==> src/rtl/dff_bank_arbiter.sv <==
// Round-robin write arbiter for a shared WIDTH-bit register.
// An IDLE -> GRANT -> WRITE sequence loads one requester's data slice into q per round.
module dff_bank_arbiter #(
  parameter int NREQ  = 4,
  parameter int WIDTH = 8,
  localparam int IDW  = (NREQ > 1) ? $clog2(NREQ) : 1
) (
  input  logic                  clk,
  input  logic                  reset,
  input  logic [NREQ-1:0]       req,
  input  logic [NREQ*WIDTH-1:0] wdata,
  output logic [NREQ-1:0]       gnt,
  output logic [WIDTH-1:0]      q,
  output logic                  q_valid,
  output logic [IDW-1:0]        last_id,
  output logic                  busy
);

  typedef enum logic [1:0] {IDLE, GRANT, WRITE} state_t;

  state_t           state_reg, state_next;
  logic [NREQ-1:0]  gnt_reg, gnt_next;
  logic [WIDTH-1:0] q_reg, q_next;
  logic             q_valid_reg, q_valid_next;
  logic [IDW-1:0]   last_id_reg, last_id_next;
  logic [IDW-1:0]   ptr_reg, ptr_next;
  logic [IDW-1:0]   win_reg, win_next;
  logic [IDW-1:0]   sel;
  logic [IDW:0]     cand;
  logic [WIDTH-1:0] slice [NREQ];

  for (genvar gi = 0; gi < NREQ; gi++) begin : g_slice
    assign slice[gi] = wdata[gi*WIDTH +: WIDTH];
  end

  // Scan from ptr-1 down to ptr (with wrap) so the nearest set bit at or above ptr wins last.
  always_comb begin
    sel  = ptr_reg;
    cand = '0;
    for (int k = NREQ - 1; k >= 0; k--) begin
      cand = {1'b0, ptr_reg} + (IDW+1)'(k);
      if (cand >= (IDW+1)'(NREQ)) cand = cand - (IDW+1)'(NREQ);
      if (req[cand[IDW-1:0]]) sel = cand[IDW-1:0];
    end
  end

  always_ff @(posedge clk or posedge reset) begin
    if (reset) begin
      state_reg   <= IDLE;
      gnt_reg     <= '0;
      q_reg       <= '0;
      q_valid_reg <= 1'b0;
      last_id_reg <= '0;
      ptr_reg     <= '0;
      win_reg     <= '0;
    end else begin
      state_reg   <= state_next;
      gnt_reg     <= gnt_next;
      q_reg       <= q_next;
      q_valid_reg <= q_valid_next;
      last_id_reg <= last_id_next;
      ptr_reg     <= ptr_next;
      win_reg     <= win_next;
    end
  end

  always_comb begin
    state_next   = state_reg;
    gnt_next     = '0;
    q_next       = q_reg;
    q_valid_next = 1'b0;
    last_id_next = last_id_reg;
    ptr_next     = ptr_reg;
    win_next     = win_reg;
    case (state_reg)
      IDLE: begin
        if (|req) begin
          win_next   = sel;
          gnt_next   = NREQ'(1) << sel;
          state_next = GRANT;
        end
      end
      GRANT: begin
        // A winner that dropped its request forfeits the round without touching q or ptr.
        if (req[win_reg]) begin
          q_next       = slice[win_reg];
          last_id_next = win_reg;
          q_valid_next = 1'b1;
          ptr_next     = (win_reg == IDW'(NREQ - 1)) ? '0 : win_reg + IDW'(1);
          state_next   = WRITE;
        end else begin
          state_next = IDLE;
        end
      end
      WRITE:   state_next = IDLE;
      default: state_next = IDLE;
    endcase
  end

  assign gnt     = gnt_reg;
  assign q       = q_reg;
  assign q_valid = q_valid_reg;
  assign last_id = last_id_reg;
  assign busy    = (state_reg != IDLE);

endmodule

==> config.mk <==
export PLATFORM = sky130hd
export DESIGN_NAME = dff_bank_arbiter
export DESIGN_NICKNAME = d
export VERILOG_FILES = /design/src/rtl/dff_bank_arbiter.sv
export SDC_FILE = /design/constraint.sdc
export NUM_CORES = 1
export LEC_CHECK = 0
export CAP_MARGIN = 20
export CORE_ASPECT_RATIO = 1.4
export CORE_MARGIN = 4
export CORE_UTILIZATION = 43
export DETAILED_ROUTE_END_ITERATION = 16
export GPL_TIMING_DRIVEN = 0
export PLACE_DENSITY = 0.85
export SETUP_SLACK_MARGIN = 0.15
export SLEW_MARGIN = 20
export SYNTH_ARGS = -nofsm -noshare
export SYNTH_HDL_FRONTEND = slang
export SYNTH_SLANG_ARGS = --single-unit
==> constraint.sdc <==
create_clock -name clk -period 4.27 [get_ports clk]
set_input_delay 0.6405 -clock clk [delete_from_list [all_inputs] [get_ports clk]]
set_output_delay 0.6405 -clock clk [all_outputs]
set_load 0.05 [all_outputs]
==> metrics.txt <==
# TYPE chip_impl_metric gauge
chip_impl_metric{name="antennaDiodeCount",unit=""} 0
chip_impl_metric{name="place_area",unit="um^2"} 1690
chip_impl_metric{name="floorplan.io_pins",unit=""} 54
chip_impl_info{name="critPathCapture",value="busy"} 1
chip_impl_metric{name="routabilityCongestion",unit=""} 0.823
chip_impl_metric{name="max_stage_delay",unit="ps"} 700
chip_impl_metric{name="number_of_cells_on_the_critical_path",unit=""} 2
chip_impl_metric{name="synthesis.area_per_instance",unit="um^2"} 14.0
chip_impl_metric{name="achievable-frequency",unit="GHz"} 0.434
chip_impl_info{name="r2r-start",value="win_reg[0]"} 1
chip_impl_metric{name="vias_per_cell",unit=""} 5.25
chip_impl_info{name="crit_path_end_kind",value="output port"} 1
chip_impl_metric{name="antenna_violating_nets_post_route",unit=""} 0
chip_impl_metric{name="post-route-min-period",unit="ps"} 2310
chip_impl_metric{name="post_route_drc_violation_count",unit=""} 0
chip_impl_metric{name="slew-limit-headroom",unit=""} 0.489
chip_impl_metric{name="final_hold_viol_count",unit=""} 0
chip_impl_info{name="rsz0062_at_grt",value="false"} 1
chip_impl_metric{name="grt_first_pass_wirelength",unit="um"} 4260
chip_impl_metric{name="chipWidth",unit="um"} 51.1
chip_impl_metric{name="filler_cell_count",unit=""} 179
chip_impl_metric{name="drv_slew",unit=""} 0
chip_impl_info{name="timing.critical_path.cells",value="or2_4 -> clkdlybuf4s50_1"} 1
chip_impl_metric{name="yosysUniqueCellTypes",unit=""} 31
chip_impl_metric{name="final_min_period_over_clock_period",unit=""} 0.540
chip_impl_metric{name="netlist_area",unit="um^2"} 1120
chip_impl_metric{name="swShare",unit=""} 0.446
chip_impl_metric{name="port-buffer-count",unit=""} 53
chip_impl_info{name="timing.critical_path.slowest_stage_cell",value="sky130_fd_sc_hd__clkdlybuf4s50_1"} 1
chip_impl_metric{name="dpl.hpwl",unit="um"} 2160
chip_impl_metric{name="power_switching",unit="W"} 0.000563
chip_impl_metric{name="final_area",unit="um^2"} 1720
chip_impl_metric{name="routed_wl",unit="um"} 2600
chip_impl_metric{name="cts_post_setup_buffers_inserted",unit=""} 0
chip_impl_metric{name="yosys_register_bits",unit=""} 21
chip_impl_metric{name="drt-pass1-iter-count",unit=""} 4
chip_impl_metric{name="tightestPinTransition",unit="ps"} 766
chip_impl_metric{name="cts_buffer_depth",unit=""} 2
chip_impl_metric{name="power.internal",unit="W"} 0.000699
chip_impl_metric{name="drt-initial-drc-count",unit=""} 23
chip_impl_metric{name="critPathArrivalTime",unit="ps"} 1660
chip_impl_metric{name="vias",unit=""} 898
chip_impl_info{name="run_status",value="finished, final reports clean"} 1
chip_impl_metric{name="worst-path-buf-inv",unit=""} 1
chip_impl_metric{name="clk_pin_slew_worst_paths",unit="ps"} 120
chip_impl_metric{name="power.density",unit="nW/um^2"} 733
chip_impl_metric{name="cts-htree-levels",unit=""} 1
chip_impl_metric{name="power.share.sequential",unit=""} 0.278
chip_impl_metric{name="postCtsResizedCells",unit=""} 0
chip_impl_metric{name="synth_nets",unit=""} 119
chip_impl_metric{name="grt_use_total",unit=""} 0.168
chip_impl_metric{name="ff2ff_setup_slack",unit="ps"} 2500
chip_impl_info{name="regToRegEndpoint",value="q[2]"} 1
chip_impl_info{name="critPathLaunch",value="state_reg[1]"} 1
chip_impl_metric{name="max-vdd-ir-drop",unit="mV"} 0.485
chip_impl_metric{name="synth-seq-area-share",unit=""} 0.469
chip_impl_info{name="cts-root-buf",value="sky130_fd_sc_hd__clkbuf_4"} 1
chip_impl_info{name="tritoncts",value="done"} 1
chip_impl_metric{name="max_cap_viols",unit=""} 0
chip_impl_metric{name="syn_to_final_growth",unit="%"} 53.6
chip_impl_metric{name="tritoncts_num_sinks",unit=""} 21
chip_impl_metric{name="floorplan.die_area",unit="um^2"} 3500
chip_impl_metric{name="die-height",unit="um"} 68.4
chip_impl_metric{name="endpoint_required_time_on_the_critical_path",unit="ps"} 3630
chip_impl_metric{name="numCtsBuffers",unit=""} 3
chip_impl_metric{name="post_synth_inst_count",unit=""} 80
chip_impl_metric{name="core_region_area",unit="um^2"} 2440
chip_impl_metric{name="nNetsFinal",unit=""} 177
chip_impl_metric{name="grt_pass1_vias",unit=""} 931
chip_impl_metric{name="synth.yosys.warnings",unit=""} 0
chip_impl_info{name="hold_path.class",value="flop to flop"} 1
chip_impl_metric{name="routedWlPerCell",unit="um"} 15.2
chip_impl_info{name="crit_family",value="buffers and inverters"} 1
chip_impl_metric{name="clock_latency_on_the_worst_skew_pair",unit="ps"} 310
chip_impl_info{name="timing.critical_path.from_type",value="flop"} 1
chip_impl_metric{name="worst-path-max-fanout",unit=""} 4
chip_impl_metric{name="rows",unit=""} 21
chip_impl_metric{name="max_reg_flops",unit=""} 8
chip_impl_metric{name="global_route.overflow_total",unit=""} 0
chip_impl_info{name="crit_type",value="flop to output port"} 1
chip_impl_metric{name="total_of_endpoints_with_negative_setup_slack_in_the_final_report",unit=""} 0
chip_impl_metric{name="cell_depth_of_the_worst_flop_to_flop_path",unit=""} 4
chip_impl_metric{name="clock_power_share",unit=""} 0.077
chip_impl_metric{name="setup-tns-final",unit="ps"} 0
chip_impl_metric{name="worst_clock_skew",unit="ps"} 2.88
chip_impl_metric{name="grt_max_degree",unit=""} 22
chip_impl_metric{name="start_util",unit=""} 0.458
chip_impl_metric{name="initial_antenna_violation_count",unit=""} 0
chip_impl_metric{name="leakage",unit="nW"} 0.724
chip_impl_metric{name="cts-hold-fix-buffers",unit=""} 0
chip_impl_metric{name="layout-drive-gt1-share",unit=""} 0.255
chip_impl_metric{name="combinationalPowerShare",unit=""} 0.645
-- synth_stat cells --
library cell,instances,share of area
sky130_fd_sc_hd__buf_6,1,0.010
sky130_fd_sc_hd__mux2_4,2,0.027
sky130_fd_sc_hd__ha_1,1,0.011
sky130_fd_sc_hd__dfrtp_1,21,0.47
sky130_fd_sc_hd__nor2b_1,3,0.017
sky130_fd_sc_hd__o21ai_2,1,0.0078
sky130_fd_sc_hd__or2_4,1,0.0078
sky130_fd_sc_hd__mux2_2,11,0.11
sky130_fd_sc_hd__nand2_1,2,0.0067
sky130_fd_sc_hd__inv_1,3,0.010
sky130_fd_sc_hd__mux4_2,8,0.16
sky130_fd_sc_hd__nand2b_1,2,0.011
sky130_fd_sc_hd__nor2b_2,1,0.0078
sky130_fd_sc_hd__or4_1,1,0.0067
sky130_fd_sc_hd__buf_2,1,0.0045
sky130_fd_sc_hd__and3b_1,1,0.0078
sky130_fd_sc_hd__and3b_2,1,0.0089
sky130_fd_sc_hd__nor4_1,2,0.011
sky130_fd_sc_hd__clkbuf_1,1,0.0033
sky130_fd_sc_hd__a21oi_1,2,0.0089
sky130_fd_sc_hd__a21boi_0,1,0.0067
sky130_fd_sc_hd__o21a_1,1,0.0067
sky130_fd_sc_hd__or4b_4,1,0.012
sky130_fd_sc_hd__or2_2,1,0.0056
sky130_fd_sc_hd__nor2_2,2,0.011
sky130_fd_sc_hd__mux2i_1,1,0.0089
sky130_fd_sc_hd__nor2_1,1,0.0033
sky130_fd_sc_hd__o21ba_1,1,0.0089
sky130_fd_sc_hd__nor3_1,2,0.0089
sky130_fd_sc_hd__mux2_1,1,0.010
sky130_fd_sc_hd__o21ai_0,2,0.0089
-- how the worst min path moves through the flow --
stage | from | endpoint | slack [ps] | cells past startpoint
2_1_floorplan | ptr_reg[0] | ptr_reg[0] | 510 | 1
3_3_place_gp | q[6] | q[6] | 490 | 1
3_5_place_dp | q[6] | q[6] | 490 | 1
4_1_cts | q[6] | q[6] | 520 | 1
5_1_grt | q[4] | q[4] | 530 | 1
6_report | q[6] | q[6] | 520 | 1
-- placed cells by master, fill, tap and decap left out, types with 2 or more instances in the layout --
cell                              count
sky130_fd_sc_hd__a21oi_1              2
sky130_fd_sc_hd__clkbuf_4             3
sky130_fd_sc_hd__clkdlybuf4s50_1     53
sky130_fd_sc_hd__dfrtp_1             21
sky130_fd_sc_hd__inv_1                3
sky130_fd_sc_hd__mux2_2              11
sky130_fd_sc_hd__mux2_4               2
sky130_fd_sc_hd__mux4_2               8
sky130_fd_sc_hd__nand2_1              2
sky130_fd_sc_hd__nand2b_1             2
sky130_fd_sc_hd__nor2_2               2
sky130_fd_sc_hd__nor2b_1              3
sky130_fd_sc_hd__nor3_1               2
sky130_fd_sc_hd__nor4_1               2
sky130_fd_sc_hd__o21ai_0              2
-- area by class of cell --
| cell class | instances | area (um^2) | share of cell area |
|---|---|---|---|
| Multi-Input combinational cell | 53 | 563 | 0.327 |
| Sequential cell | 21 | 526 | 0.305 |
| Timing Repair Buffer | 53 | 531 | 0.308 |
| Clock buffer | 3 | 22.5 | 0.0131 |
| Tap cell | 34 | 42.5 | 0.0247 |
| Clock inverter | 1 | 5.00 | 0.00291 |
| Inverter | 3 | 11.3 | 0.00655 |
| Buffer | 3 | 20.0 | 0.0116 |
-- kinds of logic (layout without fill, tap and decap cells) --
family	Yosys count	after routing	share of synthesized area
flip-flops	21	21	0.469
AO/OA/AOI/OAI	8	8	0.0481
AND/OR/NAND/NOR	21	21	0.126
buffers and inverters	6	63	0.0279
multiplexers	23	23	0.317
adder cells (fa/ha/maj)	1	1	0.0112
-- power groups by stage --
| stage | registers, W | clock network [W] | logic, W |
|---|---|---|---|
| finish | 0.000350 | 0.0000970 | 0.000815 |
| global placement | 0.000350 | 0 | 0.000807 |
| global route | 0.000365 | 0.000107 | 0.000864 |
| detailed placement | 0.000356 | 0 | 0.000822 |
| CTS | 0.000352 | 0.0000992 | 0.000825 |
| floorplan | 0.000573 | 0 | 0.000360 |
-- metrics by stage --
step	cells	hold slack (ps)	total power (W)	setup slack (ps)	utilization
3_3_place_gp	167	489	0.00116	1910	0.693
6_report	171	519	0.00126	1960	0.704
3_5_place_dp	167	492	0.00118	1900	0.693
4_1_cts	171	519	0.00128	1950	0.704
2_1_floorplan	80	511	0.000933	2530	-
5_1_grt	171	534	0.00134	1910	0.704
-- metal layers --
layer	wire (um)	vias to the layer above	GRT usage
met4	59	0	0.0808
met2	1490	38	0.323
met3	192	5	0.0349
li1	-	410	-
met5	0	-	0
met1	860	445	0.169
-- worst reg2reg max path, delay by kind of cell, from the launching register on --
family / cells / cell delay [ps]
flip-flops: 1 / 480
buffers and inverters: 1 / 210
multiplexers: 2 / 710
AO/OA/AOI/OAI: 1 / 270
Power figures use the tool's default switching activity.
